===== src/rtl/npc_mem_pkg.sv =====
// npc_mem_pkg: shared types and lane helpers for the memory arbiter.
//   arb_state_e : arbiter FSM states (IDLE, REQ, RESP)
//   mst_e       : master identifiers (IFU, LSU)
//   lane_*      : byte-lane shifts between LSB-justified and 8-byte-aligned views
package npc_mem_pkg;

    localparam int unsigned LANE_BYTES = 8;
    localparam int unsigned OFF_W      = 3;
    localparam int unsigned LANE_BITS  = LANE_BYTES * 8;

    typedef enum logic [1:0] {
        IDLE,
        REQ,
        RESP
    } arb_state_e;

    typedef enum logic {
        MST_IFU = 1'b0,
        MST_LSU = 1'b1
    } mst_e;

    // Move LSB-justified data up onto its byte lane; bytes past bit 63 fall off.
    function automatic logic [LANE_BITS-1:0] lane_shl_data(
        input logic [LANE_BITS-1:0] data,
        input logic [OFF_W-1:0]     off
    );
        return data << {off, 3'b000};
    endfunction

    // Move an LSB-justified byte mask up onto its lanes; bits past bit 7 fall off.
    function automatic logic [LANE_BYTES-1:0] lane_shl_mask(
        input logic [LANE_BYTES-1:0] mask,
        input logic [OFF_W-1:0]      off
    );
        return mask << off;
    endfunction

    // Bring aligned read data back down so the addressed byte lands in bits [7:0].
    function automatic logic [LANE_BITS-1:0] lane_shr_data(
        input logic [LANE_BITS-1:0] data,
        input logic [OFF_W-1:0]     off
    );
        return data >> {off, 3'b000};
    endfunction

endpackage


===== src/rtl/rr_pick2.sv =====
// rr_pick2: two-input round-robin grant.
//   valid[1:0] : request lines, bit 0 = IFU, bit 1 = LSU
//   last       : master granted most recently (mst_e encoding)
//   grant[1:0] : one-hot grant, all-zero when nobody requests
module rr_pick2
    import npc_mem_pkg::*;
(
    input  logic [1:0] valid,
    input  logic       last,
    output logic [1:0] grant
);

    always_comb begin
        grant = 2'b00;
        case (valid)
            2'b01:   grant = 2'b01;
            2'b10:   grant = 2'b10;
            // On a tie, the master that did not win last time goes first.
            2'b11:   grant = (last == MST_LSU) ? 2'b01 : 2'b10;
            default: grant = 2'b00;
        endcase
    end

endmodule


===== src/rtl/mem_arbiter.sv =====
// mem_arbiter: two-master (IFU read-only, LSU read/write) to one memory port
// arbiter, one outstanding transaction at a time, round-robin on ties.
// Also performs 8-byte lane alignment of address, write data/mask and read data.
//
// Ports:
//   clock, reset_n        : clock, asynchronous active-low reset
//   ifu_req_*             : IFU read request (valid/ready/addr)
//   ifu_resp_*            : IFU read response (valid/data, data aligned down)
//   lsu_req_*             : LSU request (valid/ready/addr/wen/wdata/wmask)
//   lsu_resp_*            : LSU response (read data or write acknowledge)
//   mem_req_*             : registered aligned request to the memory port
//   mem_resp_*            : raw aligned response from the memory port
//   busy                  : a transaction is in flight (state is not IDLE)
module mem_arbiter
    import npc_mem_pkg::*;
#(
    parameter int unsigned ADDR_W = 64,
    // Lane logic assumes 8 byte lanes; only 64 is supported.
    parameter int unsigned DATA_W = 64
) (
    input  logic                  clock,
    input  logic                  reset_n,

    input  logic                  ifu_req_valid,
    output logic                  ifu_req_ready,
    input  logic [ADDR_W-1:0]     ifu_req_addr,
    output logic                  ifu_resp_valid,
    output logic [DATA_W-1:0]     ifu_resp_data,

    input  logic                  lsu_req_valid,
    output logic                  lsu_req_ready,
    input  logic [ADDR_W-1:0]     lsu_req_addr,
    input  logic                  lsu_req_wen,
    input  logic [DATA_W-1:0]     lsu_req_wdata,
    input  logic [LANE_BYTES-1:0] lsu_req_wmask,
    output logic                  lsu_resp_valid,
    output logic [DATA_W-1:0]     lsu_resp_data,

    output logic                  mem_req_valid,
    input  logic                  mem_req_ready,
    output logic [ADDR_W-1:0]     mem_req_addr,
    output logic                  mem_req_wen,
    output logic [DATA_W-1:0]     mem_req_wdata,
    output logic [LANE_BYTES-1:0] mem_req_wmask,
    input  logic                  mem_resp_valid,
    input  logic [DATA_W-1:0]     mem_resp_data,

    output logic                  busy
);

    arb_state_e            state_q, state_d;
    mst_e                  last_q, last_d;
    mst_e                  owner_q, owner_d;
    logic [ADDR_W-1:0]     addr_q, addr_d;
    logic                  wen_q, wen_d;
    logic [DATA_W-1:0]     wdata_q, wdata_d;
    logic [LANE_BYTES-1:0] wmask_q, wmask_d;

    logic [1:0]            grant;
    logic                  idle;
    logic                  resp_fire;
    logic [OFF_W-1:0]      off;

    rr_pick2 u_rr_pick2 (
        .valid ({lsu_req_valid, ifu_req_valid}),
        .last  (last_q),
        .grant (grant)
    );

    assign idle = (state_q == IDLE);
    assign off  = addr_q[OFF_W-1:0];

    // -------------------------------------------------------------------------
    // Next-state logic
    // -------------------------------------------------------------------------
    always_comb begin
        state_d = state_q;
        last_d  = last_q;
        owner_d = owner_q;
        addr_d  = addr_q;
        wen_d   = wen_q;
        wdata_d = wdata_q;
        wmask_d = wmask_q;

        unique case (state_q)
            IDLE: begin
                // In IDLE the ready outputs equal the grant, so any grant is a handshake.
                if (grant != 2'b00) begin
                    owner_d = grant[1] ? MST_LSU : MST_IFU;
                    last_d  = grant[1] ? MST_LSU : MST_IFU;
                    addr_d  = grant[1] ? lsu_req_addr : ifu_req_addr;
                    wen_d   = grant[1] & lsu_req_wen;
                    wdata_d = grant[1] ? lsu_req_wdata : '0;
                    wmask_d = grant[1] ? lsu_req_wmask : '0;
                    state_d = REQ;
                end
            end
            REQ: begin
                // Responses arriving before the request is taken are ignored.
                if (mem_req_ready) begin
                    state_d = RESP;
                end
            end
            RESP: begin
                if (mem_resp_valid) begin
                    state_d = IDLE;
                end
            end
            default: begin
                state_d = IDLE;
            end
        endcase
    end

    // -------------------------------------------------------------------------
    // State registers
    // -------------------------------------------------------------------------
    always_ff @(posedge clock or negedge reset_n) begin
        if (!reset_n) begin
            state_q <= IDLE;
            last_q  <= MST_LSU;  // so IFU wins the first tie
            owner_q <= MST_IFU;
            addr_q  <= '0;
            wen_q   <= 1'b0;
            wdata_q <= '0;
            wmask_q <= '0;
        end else begin
            state_q <= state_d;
            last_q  <= last_d;
            owner_q <= owner_d;
            addr_q  <= addr_d;
            wen_q   <= wen_d;
            wdata_q <= wdata_d;
            wmask_q <= wmask_d;
        end
    end

    // -------------------------------------------------------------------------
    // Outputs
    // -------------------------------------------------------------------------
    // Ready is gated by reset_n so both masters see 0 while reset is held,
    // even though the FSM already sits in IDLE.
    assign ifu_req_ready = reset_n & idle & grant[0];
    assign lsu_req_ready = reset_n & idle & grant[1];

    // Memory request fields come only from registers; alignment is a pure
    // rewiring of the latched values.
    assign mem_req_valid = (state_q == REQ);
    assign mem_req_addr  = {addr_q[ADDR_W-1:OFF_W], {OFF_W{1'b0}}};
    assign mem_req_wen   = wen_q;
    assign mem_req_wdata = lane_shl_data(wdata_q, off);
    assign mem_req_wmask = lane_shl_mask(wmask_q, off);

    assign resp_fire      = (state_q == RESP) & mem_resp_valid;
    assign ifu_resp_valid = resp_fire & (owner_q == MST_IFU);
    assign lsu_resp_valid = resp_fire & (owner_q == MST_LSU);

    // Only the owner's valid qualifies the data, so both may share one shifter.
    assign ifu_resp_data  = lane_shr_data(mem_resp_data, off);
    assign lsu_resp_data  = lane_shr_data(mem_resp_data, off);

    assign busy = ~idle;

endmodule


===== config.mk =====
export PLATFORM = sky130hd
export DESIGN_NAME = mem_arbiter
export DESIGN_NICKNAME = d
export VERILOG_FILES = /design/src/rtl/npc_mem_pkg.sv /design/src/rtl/rr_pick2.sv /design/src/rtl/mem_arbiter.sv
export SDC_FILE = /design/constraint.sdc
export NUM_CORES = 1
export LEC_CHECK = 0
export CORE_AREA = 2 2 209 211
export DETAILED_ROUTE_END_ITERATION = 8
export DIE_AREA = 0 0 211 213
export HOLD_SLACK_MARGIN = 0.02
export PLACE_DENSITY = 0.63
export SLEW_MARGIN = 20
export SYNTH_ARGS = -nofsm -noshare
export SYNTH_HDL_FRONTEND = slang
export SYNTH_SLANG_ARGS = --single-unit

===== constraint.sdc =====
create_clock -name clock -period 2.4 [get_ports clock]
set_input_delay 0.24 -clock clock [delete_from_list [all_inputs] [get_ports clock]]
set_output_delay 0.24 -clock clock [all_outputs]
set_load 0.005 [all_outputs]

Word-level counts from Yosys, hierarchy flattened. Cells that the tools add are included.

Flip-flop bits (word level): 141. Input bits: 271. Output and inout bits: 271.

Equality and inequality tests: 8. Shifts and indexed selects: 3. Multiplexer cells: 10. Bitwise gates (word level): 9. Reduce and logical (&&, ||, !) cells: 4.

Operators with widths (number): 2-to-1 mux 64 bit (2); << shifter 64 x 6 -> 64 bit (1); >> shifter 64 x 6 -> 64 bit (1); case mux 2 bit (3 select lines) (2); 2-to-1 mux 2 bit (4); 2-to-1 mux 8 bit (1); << shifter 8 x 3 -> 8 bit (1); bitwise AND 1 bit (7); equality test 2 bit, second input constant (3); equality test 2 x 1 -> 1 bit, second input constant (2); != test 2 x 1 -> 1 bit, second input constant (2); AND reduction 3 bit (1); logical NOT 2 bit (1); != test 2 bit, second input constant (1); NOT 1 bit (2); AND reduction 2 bit (1); nonzero test 2 bit (1); 2-to-1 mux 1 bit (1).

Depth between registers and ports, before layout.
Word-level depth: 5. Mapped depth: 7. Depth with buffers taken out: 4.

Cells and area by module. Synthesis repeated with hierarchy kept, for this count alone.

Cell total of the unflattened synthesis: 990. Area total of the unflattened synthesis: 10548.9 sq um.

Modules (own cells, without submodules): mem_arbiter (times used 1, cells an instance 987, area an instance 10530.1 sq um); rr_pick2 (times used 1, cells an instance 3, area an instance 18.8 sq um).

Least setup slack after synthesis. No wires, ideal clock.

Path kind: reg2out. From: register addr_q[0]. To: output lsu_resp_data[21]. Arrival: 1.597 ns. Data required time: 2.160 ns. Path slack: 0.563 ns. Cell stages (with the launch flop): 7. Buffers on the path: 4. Path through: dfrtp_1 buf_4 buf_4 buf_6 mux2_2 o22ai_1 buf_4.

Word-level cells in the longest chain between the ends: 1.

RTL lines: start, declared (line mem_arbiter.sv:54) `logic [ADDR_W-1:0] addr_q, addr_d;`; start signal, assigned (line mem_arbiter.sv:131) `addr_q <= addr_d;`; >> shifter 64 x 6 -> 64 bit; end, declared (line mem_arbiter.sv:37) `output logic [DATA_W-1:0] lsu_resp_data,`.

Every way passes these cells.

Worst setup path after layout.
From: register addr_q[1]. To: output ifu_resp_data[39].

Word-level cells in the longest chain between the ends: 1.

RTL lines: >> shifter 64 x 6 -> 64 bit (line npc_mem_pkg.sv:43) `return data >> {off, 3'b000};`; end, declared (line mem_arbiter.sv:28) `output logic [DATA_W-1:0] ifu_resp_data,`.

Every way passes these cells.

==> results.ini <==
[grt]
track_usage_pct = 22.91
grt_overflow = 0
grt_max_degree = 142
antenna_found_initial = 25
grt_pass1_wl_mm = 75.62
grt_pass1_vias = 11490

[drt]
num_vias = 11580
final_antenna_net_count = 0
first_pass_iters = 5
via_per_inst = 5.193
drc = 0
avgRoutedWirePerCell_um = 24.68
finalWirelength_mm = 55.04
drt_iter0_markers = 622

[final_layout]
final_core_util_pct = 44.70
syn_to_final_growth_pct = 77.10
drive_gt1_share_pct = 39.04
final_area_um2 = 19090
fin_nets = 1928

[synthesis]
synthCells = 1131
synth_area_per_cell_um2 = 9.528
ys_warn_count = 0
yosysSeqAreaShare_pct = 32.75
ys.flop_type = dfrtp_1
synth_edf_count = 0
ys_async_sr_fraction_pct = 100.0
ys_types = 36
ys_seq_elements = 141
netlist_area_um2 = 10780

[worst_setup_path]
worstPathRequired_ns = 2.16
arrival_ns = 2.36
start_kind = register
path_max_fanout = 6
worstSetupPathType = reg2out
worstRegToRegCells = 5
endpoint_kind = primary output

[timing]
tightestPinTransition_ns = 0.9076
skew_ns = 0.008431
min_period_ns = 2.596
setup_ws_ns = -0.1960
period_share_pct = 108.2
slew_headroom_pct = 39.23
finalSetupViolations = 70
slew_viol_final = 0
hold_viol_final = 0
fmax_mhz = 385.2
rsz0062_at_grt = true

[status]
violations = setup timing
status = complete, but fails checks

[worst_hold_path]
hold_path.class = in2reg
holdPathStages = 3

[cts]
cts_made_buffers = 17
cts_tree = built
cts_root_buf = clkbuf_16
clk_path_buf_depth = 2
clock_latency_ns = 0.44
cts.sinks = 141
cts_max_level = 4
clk_pin_slew_ns = 0.06

[floorplanning]
std_cell_rows = 76
initial_utilization_pct = 25.24
io_pins = 542
die_y_um = 213
die_x_um = 211
core_area_um2 = 42700
dieArea_um2 = 44940

[flow_run]
maxCapViolations = 0

[placement]
post_dp_cell_area_um2 = 16280
portBuffers = 538
dp_hpwl_mm = 39.62
routabilityCongestion = 0.9273

[power_and_ir_drop]
power_density_nw_per_um2 = 1366
peakVddDrop_uv = 638.4
p_leak_nw = 8.284

-- kinds of logic after synthesis --
kind of cell | synth area share, %
and+or+nand+nor | 8.905
buffers and inverters | 14.37
DFF | 32.75
AOI/OAI and AO/OA | 23.17
other | 0.03480
muxes | 20.76
-- what timing repair did --
item                                   in CTS  in global routing
resized for setup                         574                434
endpoints found under the hold margin      97                  0
buffers inserted                           68                 57
pin swaps                                  40                 61
hold buffers                                1                  0
cloned                                     11                  4
setup endpoints to repair                 200                195
-- registers in the layout (all words and copies together), names as in the netlist --
register	count
addr_q	64
state_q	2
owner_q	1
mem_req_wen	1
wmask_q	8
last_q	1
wdata_q	64
-- stage by stage --
step                      instances  setup TNS [ns]  power, mW  worst slack [ns]  hold slack, ns
after floorplan                1133               0      12.25            0.5634        -0.05559
after global placement         2062          -4.467      19.35          -0.09134          0.4384
after detailed placement       2062          -5.188      19.50           -0.1083          0.4441
after CTS                      2171          -9.403      24.05           -0.2668          0.2547
after global routing           2228          -10.02      27.40           -0.2403          0.2906
final                          2230          -4.627      26.08           -0.1960          0.2942
-- Yosys cell counts (2+ instances only) --
master     count  area [um^2]
a21o_1         2        15.01
a211oi_1       9        67.56
o2bb2ai_1      7        61.31
buf_2         38        190.2
o21ai_0       75        375.4
and2_1        41        256.5
nor2b_1       12        75.07
a22o_1        74        648.1
inv_1          2        7.510
o31ai_1       73        548.0
nand2_1       45        168.9
o22ai_1       34        212.7
mux2i_1      102         1021
mux4_2        42        945.9
buf_1          6        22.52
nand2b_1       2        12.51
a21oi_1       64        320.3
dfrtp_1      140         3503
nor2_1        93        349.1
mux2_2        24        270.3
buf_4        141         1059
nor2_2         2        12.51
a2bb2oi_1     27        236.5
nor3_1         9        45.04
buf_6          7        78.83
and3_1         2        12.51
clkbuf_1      49        183.9
-- power by group --
group | switching, mW | total (mW) | internal [mW]
Sequential | 0.975 | 4.32 | 3.35
Clock | 1.16 | 2.68 | 1.52
Combinational | 8.52 | 19.1 | 10.6
-- cells in the final DEF (no fill, tap or decap), drive strengths merged, types with 5 or more instances in the layout --
cell type	n
clkdlybuf4s50	336
buf	286
dfrtp	140
mux2i	102
clkbuf	96
nor2	95
o21ai	76
a22o	74
o31ai	73
a21oi	64
nand2	45
mux4	42
and2	41
o22ai	34
dlygate4sd2	32
a2bb2oi	27
mux2	24
diode	14
nor2b	12
dlymetal6s2s	9
a211oi	9
nor3	9
o2bb2ai	7
inv	7
clkinv	5
-- critical path, cell delays in order (launching register included) --
cell     delay [ns]
dfrtp_4        0.53
buf_12         0.16
buf_6          0.12
buf_12         0.14
buf_6          0.12
buf_8          0.12
mux4_2         0.33
buf_6          0.14
and2_4         0.15
buf_6          0.11
-- final timing paths --
kind / from / end / slack, ns
max: addr_q[1] / ifu_resp_data[39] / -0.20
min: ifu_req_valid / addr_q[29] / 0.29
max reg2reg: state_q[1] / wdata_q[5] / 0.35
min reg2reg: addr_q[37] / addr_q[37] / 0.50
max in group asynchronous: reset_n / addr_q[1] / 1.16
min in group asynchronous: reset_n / addr_q[25] / 0.45
-- cell type report --
type / count / area (um^2)
well taps: 546 / 683.2
clock buffers: 21 / 470.5
flip-flops and latches: 141 / 3541
clock inverters: 11 / 107.6
diodes: 14 / 35.03
inverters: 4 / 22.52
repair buffers: 745 / 7289
multi-input cells: 748 / 6937
fillers: 4053 / 23610
-- per-layer routing --
metal  global-route usage (%)  share of wire (%)  vias to the layer above
met5                        0               0.13                        -
met4                    12.14                5.0                       12
met3                    6.016                7.4                      126
met2                    42.17                 52                      579
met1                    23.82                 35                     5732
li1                         -                  -                     5132
Power figures use the tool's default switching activity.
